### src/rtl/traffic_light_display.sv
// Lamp drive and two-digit multiplexed 7-segment readout for the traffic-light controller.
// Optional green-lamp blink in the final seconds of GREEN is enabled by defining GREEN_BLINK_EN.
module traffic_light_display #(
    parameter int unsigned SCAN_DIV  = 50000,
    parameter int unsigned BLINK_DIV = 12500000
) (
    input  logic       clk,
    input  logic       reset,
    input  logic [1:0] state,
    input  logic [3:0] count_time,
    output logic [6:0] seg,
    output logic [1:0] an,
    output logic       lamp_red,
    output logic       lamp_yellow,
    output logic       lamp_green
);

    typedef enum logic [1:0] {
        ST_RED    = 2'b00,
        ST_YELLOW = 2'b01,
        ST_GREEN  = 2'b10,
        ST_NONE   = 2'b11
    } light_state_t;

    localparam logic [5:0] FILTER_RESET = 6'b110000;
    localparam logic [6:0] SEG_DASH     = 7'h40;
    localparam logic [6:0] SEG_BLANK    = 7'h00;
    localparam logic [6:0] SEG_ONE      = 7'h06;

    localparam int unsigned SCAN_W = (SCAN_DIV > 1) ? $clog2(SCAN_DIV) : 1;
    localparam logic [SCAN_W-1:0] SCAN_LAST = SCAN_W'(SCAN_DIV - 1);

    if (SCAN_DIV < 2) begin : g_bad_scan_div
        $error("traffic_light_display: SCAN_DIV must be at least 2");
    end
    if (BLINK_DIV < 2) begin : g_bad_blink_div
        $error("traffic_light_display: BLINK_DIV must be at least 2");
    end

    logic [5:0]        s1;
    logic [5:0]        s2;
    light_state_t      d_state;
    logic [3:0]        d_cnt;
    logic [SCAN_W-1:0] scan_cnt;
    logic              digit;
    logic              tens;
    logic [3:0]        ones;
    logic              green_on;
    logic [6:0]        seg_next;
    logic [1:0]        an_next;
    logic              red_next;
    logic              yellow_next;
    logic              green_next;

    // Inputs arrive from the 1 Hz domain; only a value seen on two consecutive edges is displayed.
    always_ff @(posedge clk or posedge reset) begin
        if (reset) begin
            s1      <= FILTER_RESET;
            s2      <= FILTER_RESET;
            d_state <= ST_NONE;
            d_cnt   <= 4'd0;
        end else begin
            s1 <= {state, count_time};
            s2 <= s1;
            if (s1 == s2) begin
                d_state <= light_state_t'(s2[5:4]);
                d_cnt   <= s2[3:0];
            end
        end
    end

    always_ff @(posedge clk or posedge reset) begin
        if (reset) begin
            scan_cnt <= '0;
            digit    <= 1'b0;
        end else if (scan_cnt == SCAN_LAST) begin
            scan_cnt <= '0;
            digit    <= ~digit;
        end else begin
            scan_cnt <= scan_cnt + SCAN_W'(1);
        end
    end

`ifdef GREEN_BLINK_EN
    localparam int unsigned BLINK_W = (BLINK_DIV > 1) ? $clog2(BLINK_DIV) : 1;
    localparam logic [BLINK_W-1:0] BLINK_LAST = BLINK_W'(BLINK_DIV - 1);

    logic [BLINK_W-1:0] blink_cnt;
    logic               blink_ph;

    always_ff @(posedge clk or posedge reset) begin
        if (reset) begin
            blink_cnt <= '0;
            blink_ph  <= 1'b1;
        end else if (blink_cnt == BLINK_LAST) begin
            blink_cnt <= '0;
            blink_ph  <= ~blink_ph;
        end else begin
            blink_cnt <= blink_cnt + BLINK_W'(1);
        end
    end

    assign green_on = (d_cnt <= 4'd3) ? blink_ph : 1'b1;
`else
    assign green_on = 1'b1;
`endif

    function automatic logic [6:0] digit_code(input logic [3:0] value);
        logic [6:0] code;
        case (value)
            4'd0:    code = 7'h3F;
            4'd1:    code = 7'h06;
            4'd2:    code = 7'h5B;
            4'd3:    code = 7'h4F;
            4'd4:    code = 7'h66;
            4'd5:    code = 7'h6D;
            4'd6:    code = 7'h7D;
            4'd7:    code = 7'h07;
            4'd8:    code = 7'h7F;
            4'd9:    code = 7'h6F;
            default: code = SEG_BLANK;
        endcase
        return code;
    endfunction

    always_comb begin
        tens = (d_cnt >= 4'd10);
        ones = tens ? (d_cnt - 4'd10) : d_cnt;
    end

    // Tens digit is blanked rather than showing a leading zero; its enable stays asserted.
    always_comb begin
        seg_next    = SEG_BLANK;
        an_next     = digit ? 2'b10 : 2'b01;
        red_next    = 1'b0;
        yellow_next = 1'b0;
        green_next  = 1'b0;
        if (d_state == ST_NONE) begin
            seg_next = SEG_DASH;
        end else if (digit) begin
            seg_next = tens ? SEG_ONE : SEG_BLANK;
        end else begin
            seg_next = digit_code(ones);
        end
        case (d_state)
            ST_RED:    red_next    = 1'b1;
            ST_YELLOW: yellow_next = 1'b1;
            ST_GREEN:  green_next  = green_on;
            default:   ;
        endcase
    end

    always_ff @(posedge clk or posedge reset) begin
        if (reset) begin
            seg         <= SEG_BLANK;
            an          <= 2'b00;
            lamp_red    <= 1'b0;
            lamp_yellow <= 1'b0;
            lamp_green  <= 1'b0;
        end else begin
            seg         <= seg_next;
            an          <= an_next;
            lamp_red    <= red_next;
            lamp_yellow <= yellow_next;
            lamp_green  <= green_next;
        end
    end

endmodule

### config.mk
export PLATFORM = sky130hd
export DESIGN_NAME = traffic_light_display
export DESIGN_NICKNAME = d
export VERILOG_FILES = /design/src/rtl/traffic_light_display.sv
export SDC_FILE = /design/constraint.sdc
export NUM_CORES = 1
export LEC_CHECK = 0
export CORE_MARGIN = 3
export CORE_UTILIZATION = 35
export CTS_CLUSTER_SIZE = 20
export DETAILED_ROUTE_END_ITERATION = 8
export PLACE_DENSITY = 0.63
export SLEW_MARGIN = 20
export SYNTH_ARGS = -nofsm -noshare
export SYNTH_HDL_FRONTEND = slang
export SYNTH_SLANG_ARGS = --single-unit
### constraint.sdc
create_clock -name clk -period 3.05 [get_ports clk]
set_input_delay 0.61 -clock clk [delete_from_list [all_inputs] [get_ports clk]]
set_output_delay 0.61 -clock clk [all_outputs]
set_load 0.02 [all_outputs]
# Word-level counts from Yosys, hierarchy flattened
# Memory sizes are Yosys's and may differ from the RTL's.
# Index checks and enable logic that the tools add are counted.
# word_totals
reg_bits	47
rom_bits	112
input_bits	8
out_inout_bits	12
wordCells	31
memories	1
# classes
add_sub_neg	2
magnitude_cmp	1
eq_ne	5
muxes	9
bitwise	1
n_reduce_logical	1
# memory_table
name	depth	width	read_ports	rd_clocked_by_memory_dff	write_ports	line	rtl
(no name shown)	16	7	1	0	0	110	case (value)
# op_table
cell	count
16-bit by 1-bit adder with 16-bit output (second input constant)	1
16-bit == test (second input constant)	1
16-bit 2-to-1 mux	1
7-bit 2-to-1 mux	2
6-bit == test	1
2-bit == test (second input constant)	2
4-bit >= comparator (second input constant)	1
4-bit 2-to-1 mux	1
4-bit subtractor (second input constant)	1
1-bit 2-to-1 mux	3
3-bit 2-to-1 mux	1
2-bit by 1-bit == test with 1-bit output (second input constant)	1
2-bit logical NOT	1
2-bit 2-to-1 mux	1
1-bit NOT	1

# Depth between registers and ports, before layout
# Gate-level depths: netlist of run 1.
# An unclocked memory read counts as a cell.
# depth
word_depth	5
depth_mapped	8
mapped_depth_nobuf	7

# Worst setup path before layout of run 1
# Ideal clock, no wire load.
# synth_timing
path_kind	reg-to-reg
from	reg s1[4]
to	reg d_cnt[0]
setup_time_ns	0.125
t_arrival_ns	1.563
required_ns	2.925
setup_slack_ns	1.362
stages_incl_launch_ff	5
n_path_buf	0
synth_period_minus_slack_ns	1.688
path_cell_list	dfstp_2 -> xnor2_1 -> nand4_1 -> nor3_1 -> mux2_2
# synth_via
elab_chain_cells	1
# synth_lines
item	line	rtl
start, declared	40	logic [5:0] s1;
start signal, assigned	63	s1 <= {state, count_time};
6-bit == test	65	if (s1 == s2) begin
end signal, assigned	67	d_cnt <= s2[3:0];
end, declared	43	logic [3:0] d_cnt;
# Every way passes these cells.
# A chain may end at the register's enable or synchronous reset.

# Final worst setup path of run 1
# layout_timing
from	reg d_cnt[1]
to	reg seg[1]
# layout_via
elab_chain_cells	5
word_cells_on_any_way	7
cone_classes	add/sub: 1; order compare: 1; mux: 4; memory: 1
# layout_lines
item	line	rtl
4-bit subtractor or 4-bit >= comparator (tied branches)	128, 127	
4-bit 2-to-1 mux	128	ones = tens ? (d_cnt - 4'd10) : d_cnt;
memory 16 x 7 bit	-	
7-bit 2-to-1 mux (*)	140	end else if (digit) begin
7-bit 2-to-1 mux (*)	138	if (d_state == ST_NONE) begin
net seg_next[1]	49	logic [6:0] seg_next;
end signal, assigned	161	seg <= seg_next;
end, declared	11	output logic [6:0] seg,
# The timed path passes the listed nets; every way through them passes the cells marked *.

==> impl_metrics.toml, run 1 <==
[status]
status = "complete, no violations"

[clock_tree]
insertion_delay_ns = 0.30
path_clk_slew_ns = 0.09
cts_resized = 0
clock-sinks = 47
cts.htree.levels = 2
cts_buffer_depth = 2
cts_hold_buf = 0
numCtsBuffers = 5
clockRootBuffer = "clkbuf_8"
cts_post_setup_buffers_inserted = 0
cts_tree = "yes"

[timing]
finalWorstSetupSlack_ns = 1.16
rsz0062_at_grt = "false"
period_minus_slack_ns = 1.89
tns_ns = 0
hold_slack_ns = 0.375
setup_viol = 0
slew_violations = 0
min_period_over_period_pct = 61.8
relSlewSlack_pct = 39.2
fmax_ghz = 0.530
finalHoldViolations = 0
fin_skew_ns = 0.00622
tightest_slew_ns = 0.911

[layout]
drive_above_1_share_pct = 13.5
multi_input_area_um2 = 762
fin_util_pct = 44.9
design_area_um2 = 2380
insertedDiodeCount = 0
nets = 205
fillers = 485
regArea_um2 = 1180
stdcell_count = 263
area_growth_pct = 19.8

[logic_synthesis]
yosys_warnings = 0
synth.area.top_cells = "dfrtp_1, dfstp_2, xnor2_1"
syn_area_um2 = 1990
avgSynthCellArea_um2 = 11.9
yosysSeqAreaShare_pct = 59.5
syn_inst = 167
ys_ff_latch = 47
synth_cell_types = 34
synth_nets = 180
synth_top_area_share_pct = 51.6
yosys.area.top_type = "dfrtp_1"

[routing]
wire_per_inst_um = 11.2
drc = 0
antenna_left = 0
via_count = 1245
drt_iter0_drc = 87
detail_route.vias_per_cell = 4.73
routed_wl_um = 2930
drt-pass1-iter-count = 4

[power_and_ir_drop]
p_total_mw = 1.77
pwr_density_cell_nw_per_um2 = 743
swShare_pct = 30.3
ir_drop_uv = 347
p_int_mw = 1.23
share_seq_of_total_power_pct = 45.0
p_leak_nw = 1.02
pwr-share-clk_pct = 25.5
combPwrFrac_pct = 29.5
switchingPower_mw = 0.535

[placement]
dp_hpwl_um = 2030
io_buffers = 19
pre_cts_ws_ns = 1.17
gp_congestion = 0.810
dp_cells = 255
placed_area_um2 = 2270

[die]
die_x_um = 81.4
die_h_um = 81.4
core_area_um2 = 5300
pin_count = 20
rows = 26
dieArea_um2 = 6620
initial_utilization_pct = 37.5

[hold_path]
hold_path_class = "reg -> reg"

[global_routing]
grt_pass1_wl_um = 5420
grt-ovfl-total = 0
grt_pass1_vias = 1196
track_usage_pct = 10.8
grt_max_degree = 48
antenna_found_initial = 0

[setup_path]
cpMaxStageDelayCell = "dfrtp_1"
critical_path.endpoint_type = "flop"
critPathMaxFanout = 8
cp.buffers_inverters = 1
max_stage_delay_ns = 0.48
cp_top_family = "compound AO/OA/AOI/OAI gates"
critical_path_class = "reg -> reg"
start_kind = "flop"
cp_data_required_time_ns = 3.22
cp.arrival_ns = 2.05
path_cells = "inv_1 > ha_1 > a31o_2 > o311ai_0 > nor2_1"

[run]
maxCapViolations = 0
-- cells in the mapped netlist --
| master | n |
|---|---|
| nand3_1 | 6 |
| nor2_1 | 18 |
| nor4_4 | 1 |
| nor3_1 | 5 |
| a21o_1 | 2 |
| dfstp_2 | 6 |
| buf_2 | 1 |
| a31o_2 | 1 |
| xor2_1 | 9 |
| nand4_1 | 6 |
| mux2_2 | 6 |
| nor4_2 | 1 |
| o31ai_1 | 1 |
| or4_1 | 1 |
| clkbuf_1 | 2 |
| nand4b_1 | 1 |
| a22oi_1 | 1 |
| a21oi_1 | 4 |
| o311ai_0 | 3 |
| nor2b_1 | 4 |
| ha_1 | 5 |
| a21boi_0 | 1 |
| o21a_1 | 4 |
| a31oi_1 | 1 |
| nand2_1 | 6 |
| nand2b_1 | 1 |
| dfrtp_1 | 41 |
| xnor2_1 | 12 |
| a41oi_1 | 1 |
| o21ai_0 | 3 |
| and3_1 | 3 |
| nor4_1 | 1 |
| and2_1 | 1 |
| inv_1 | 8 |
-- cells by family (layout without fill, tap and decap cells) --
family          count (synthesis)  after routing  share of synthesized area (%)
compound gates                 22             22                           7.68
mux                             6              6                           3.40
simple gates                   55             55                           14.9
buf+inv                        11             37                           2.14
xor+xnor                       21             21                           9.25
fa+ha+maj                       5              5                           3.15
flops                          47             47                           59.5
-- layout by cell type (no fill, tap or decap), types with 4 or more instances in the layout --
cell type	instances
a21oi_1	4
clkbuf_8	5
clkdlybuf4s50_1	19
dfrtp_1	41
dfstp_2	6
ha_1	5
inv_1	7
mux2_2	6
nand2_1	6
nand3_1	6
nand4_1	6
nor2_1	18
nor2b_1	4
nor3_1	5
o21a_1	4
xnor2_1	12
xor2_1	9
-- state kept, by name, summed over array words and instances, names as in the netlist, 2 cells and up --
register	flops
scan_cnt	16
an	2
d_cnt	4
seg	7
d_state	2
s1	6
s2	6
-- per-layer routing --
metal,GRT usage [%],up-vias,wire length [µm]
li1,-,629,-
met1,15.0,585,1530
met2,14.8,27,1220
met3,3.44,4,135
met4,5.41,0,48
met5,0,-,0
-- worst paths after layout --
| path | startpoint | endpoint | slack, ns | cells past startpoint |
|---|---|---|---|---|
| max reg2reg | d_cnt[1] | seg[1] | 1.16 | 5 |
| max in group asynchronous | reset | s1[5] | 1.57 | 3 |
| min in group asynchronous | reset | s1[0] | 0.82 | 2 |
| min reg2reg | s1[4] | s2[4] | 0.37 | 0 |
| max | d_cnt[1] | seg[1] | 1.16 | 5 |
| min | s1[4] | s2[4] | 0.37 | 0 |
-- layout make-up --
cell class	instances	area share [%]
clock buffer	5	2.89
sequential	47	49.7
multi-input combinational	109	32.0
tap	70	3.68
timing repair buffer	21	8.62
inverter	8	1.26
clock inverter	3	1.84
-- power groups by stage --
stage | Clock (mW) | Combinational [mW] | Sequential, mW
6_report | 0.451 | 0.521 | 0.796
5_1_grt | 0.492 | 0.586 | 0.811
4_1_cts | 0.463 | 0.525 | 0.797
3_5_place_dp | 0 | 0.521 | 0.810
3_3_place_gp | 0 | 0.524 | 0.810
2_1_floorplan | 0 | 0.296 | 0.861
(Power assumes the default switching activity.)
==> run 2, diff against run 1 <==
==> constraint.sdc (replaced) <==
create_clock -name clk -period 1.8 [get_ports clk]
set_input_delay 0.36 -clock clk [delete_from_list [all_inputs] [get_ports clk]]
set_output_delay 0.36 -clock clk [all_outputs]
set_load 0.02 [all_outputs]
==> run 2 against run 1 <==
  * Count of clock-buffer cells in the layout stayed put
  * Worst setup slack got worse by 1.1 ns
  * Final cell count rose by 3.0%
  * Non-clock buffer count increased by 8
  * Cell area rose by 2.3%
  * Global-route usage up 0.78 points
  * Sequential share of layout area decreased by 1.0 points
  * Via count is 3.5% higher
  * Sequential power increased by 67%
  * Critical endpoint is now digit
  * Largest cell class unchanged
==> impl_metrics.toml, run 2 (synthesis gave the netlist of run 1 again) <==
[status]
status = "complete, no violations"

[timing]
period_minus_slack_ns = 1.69
tightest_slew_ns = 0.407
fmax_ghz = 0.590
tns_ns = 0
min_period_over_period_pct = 94.1
slew_violations = 0
fin_skew_ns = 0.00608
relSlewSlack_pct = 72.9
rsz0062_at_grt = "false"
setup_viol = 0
finalHoldViolations = 0

[routing]
via_count = 1289
drt-pass1-iter-count = 4
wire_per_inst_um = 12.0
detail_route.vias_per_cell = 4.76
drc = 0
drt_iter0_drc = 123
antenna_left = 0
routed_wl_um = 3260

[layout]
drive_above_1_share_pct = 17.4
regArea_um2 = 1180
stdcell_count = 271
reg_top3 = "scan_cnt x16, seg x7"
final_common_cell = "dfrtp_1"
largest_register_ffs = 16
multi_input_area_um2 = 762
nets = 213
fillers = 513
area_growth_pct = 22.5
top_register = "scan_cnt"
final_cell_mix = "dfrtp_1, clkdlybuf4s50_1, nor2_1, xnor2_1"
insertedDiodeCount = 0

[setup_path]
critical_path_class = "reg -> reg"
path_cells = "ha_1 > and3_1 > nand2_1 > nor4_4 > buf_4 > xnor2_1"
start_kind = "flop"
cp_data_required_time_ns = 2.02
cpMaxStageDelayCell = "dfrtp_1"
critPathMaxFanout = 8
cp.arrival_ns = 1.91
r2r_cells = 6
cp-startpoint = "scan_cnt[0]"
critical_path.endpoint_type = "flop"
worstReg2RegStart = "scan_cnt[0]"
max_stage_delay_ns = 0.38

[die]
core_area_um2 = 5300
die_x_um = 81.4
die_h_um = 81.4
dieArea_um2 = 6620
rows = 26
initial_utilization_pct = 37.5
pin_count = 20

[global_routing]
grt-busiest-layer = "met2"
grt_use_met1_pct = 14.8
grt_max_degree = 20
track_usage_pct = 11.5
antenna_found_initial = 0
grt-ovfl-total = 0
use_met3_pct = 3.66
use_met2_pct = 18.1
grt_pass1_wl_um = 5910
grt_pass1_vias = 1346

[placement]
dp_hpwl_um = 2390
io_buffers = 19
dp_cells = 263
gp_congestion = 0.865

[clock_tree]
numCtsBuffers = 5
path_clk_slew_ns = 0.09
cts_hold_buf = 0
cts.htree.levels = 2
insertion_delay_ns = 0.30
cts_resized = 0
clockRootBuffer = "clkbuf_8"
cts_post_setup_buffers_inserted = 0
cts_buffer_depth = 2
cts_tree = "yes"
clock-sinks = 47

[run]
maxCapViolations = 0

[power_and_ir_drop]
pwr-share-clk_pct = 21.8
combPwrFrac_pct = 33.3
share_seq_of_total_power_pct = 44.9
p_leak_nw = 1.05
p_total_mw = 2.96
pwr_density_cell_nw_per_um2 = 1210
p_int_mw = 2.00
swShare_pct = 32.2
switchingPower_mw = 0.953
ir_drop_uv = 490

[hold_path]
hold_path_class = "in -> async"
## run 2: cell types whose count changed in the layout (fill, tap and decap cells not counted), sizes merged
cell	previous run	this run
buf	2	10
clkinv	2	0
clkinvlp	0	2
bufinv	1	0
inv	8	9
## run 2: metal layers
metal	routed length (µm)	part of all wire (%)
met1	1580	49
met4	31	0.95
met3	163	5.0
met5	0	0
met2	1480	45
## run 2: power by group through the flow
stage	logic, mW	registers [mW]	clock network (mW)
2_1_floorplan	0.502	1.46	0
3_3_place_gp	0.972	1.35	0
3_5_place_dp	0.974	1.35	0
4_1_cts	0.980	1.33	0.673
5_1_grt	1.10	1.35	0.713
6_report	0.985	1.33	0.644
## run 2: worst max-delay path, delay by kind of cell (launching register included)
kind | cells | cell delay (ns)
and+or+nand+nor | 3 | 0.69
DFF | 1 | 0.38
buffers and inverters | 1 | 0.22
adders and majority gates | 1 | 0.21
xor gates and xnor gates | 1 | 0.12
## run 2: stage by stage
step / area (µm²) / hold WS, ns / util (%) / setup WS [ns]
global placement: 2340 / 0.362 / 44.1 / 0.130
finish: 2430 / 0.361 / 45.9 / 0.105
global route: 2430 / 0.383 / 45.9 / 0.00494
detailed placement: 2340 / 0.363 / 44.1 / 0.0839
floorplan: 1990 / 0.360 / - / 0.112
CTS: 2430 / 0.367 / 45.9 / 0.0334
## run 2: final cells by class
type | count | share of cell area, %
Clock buffer | 5 | 2.83
Tap cell | 70 | 3.60
Clock inverter | 3 | 0.976
Inverter | 8 | 1.23
Sequential cell | 47 | 48.7
Timing Repair Buffer | 29 | 11.4
Multi-Input combinational cell | 109 | 31.3
## run 2: worst paths after layout
check | end | slack (ns)
min | s1[1] | 0.36
max reg2reg | digit | 0.11
min in group clk | s2[4] | 0.37
min reg2reg | s2[4] | 0.37
max in group asynchronous | scan_cnt[15] | 0.93
max | digit | 0.11
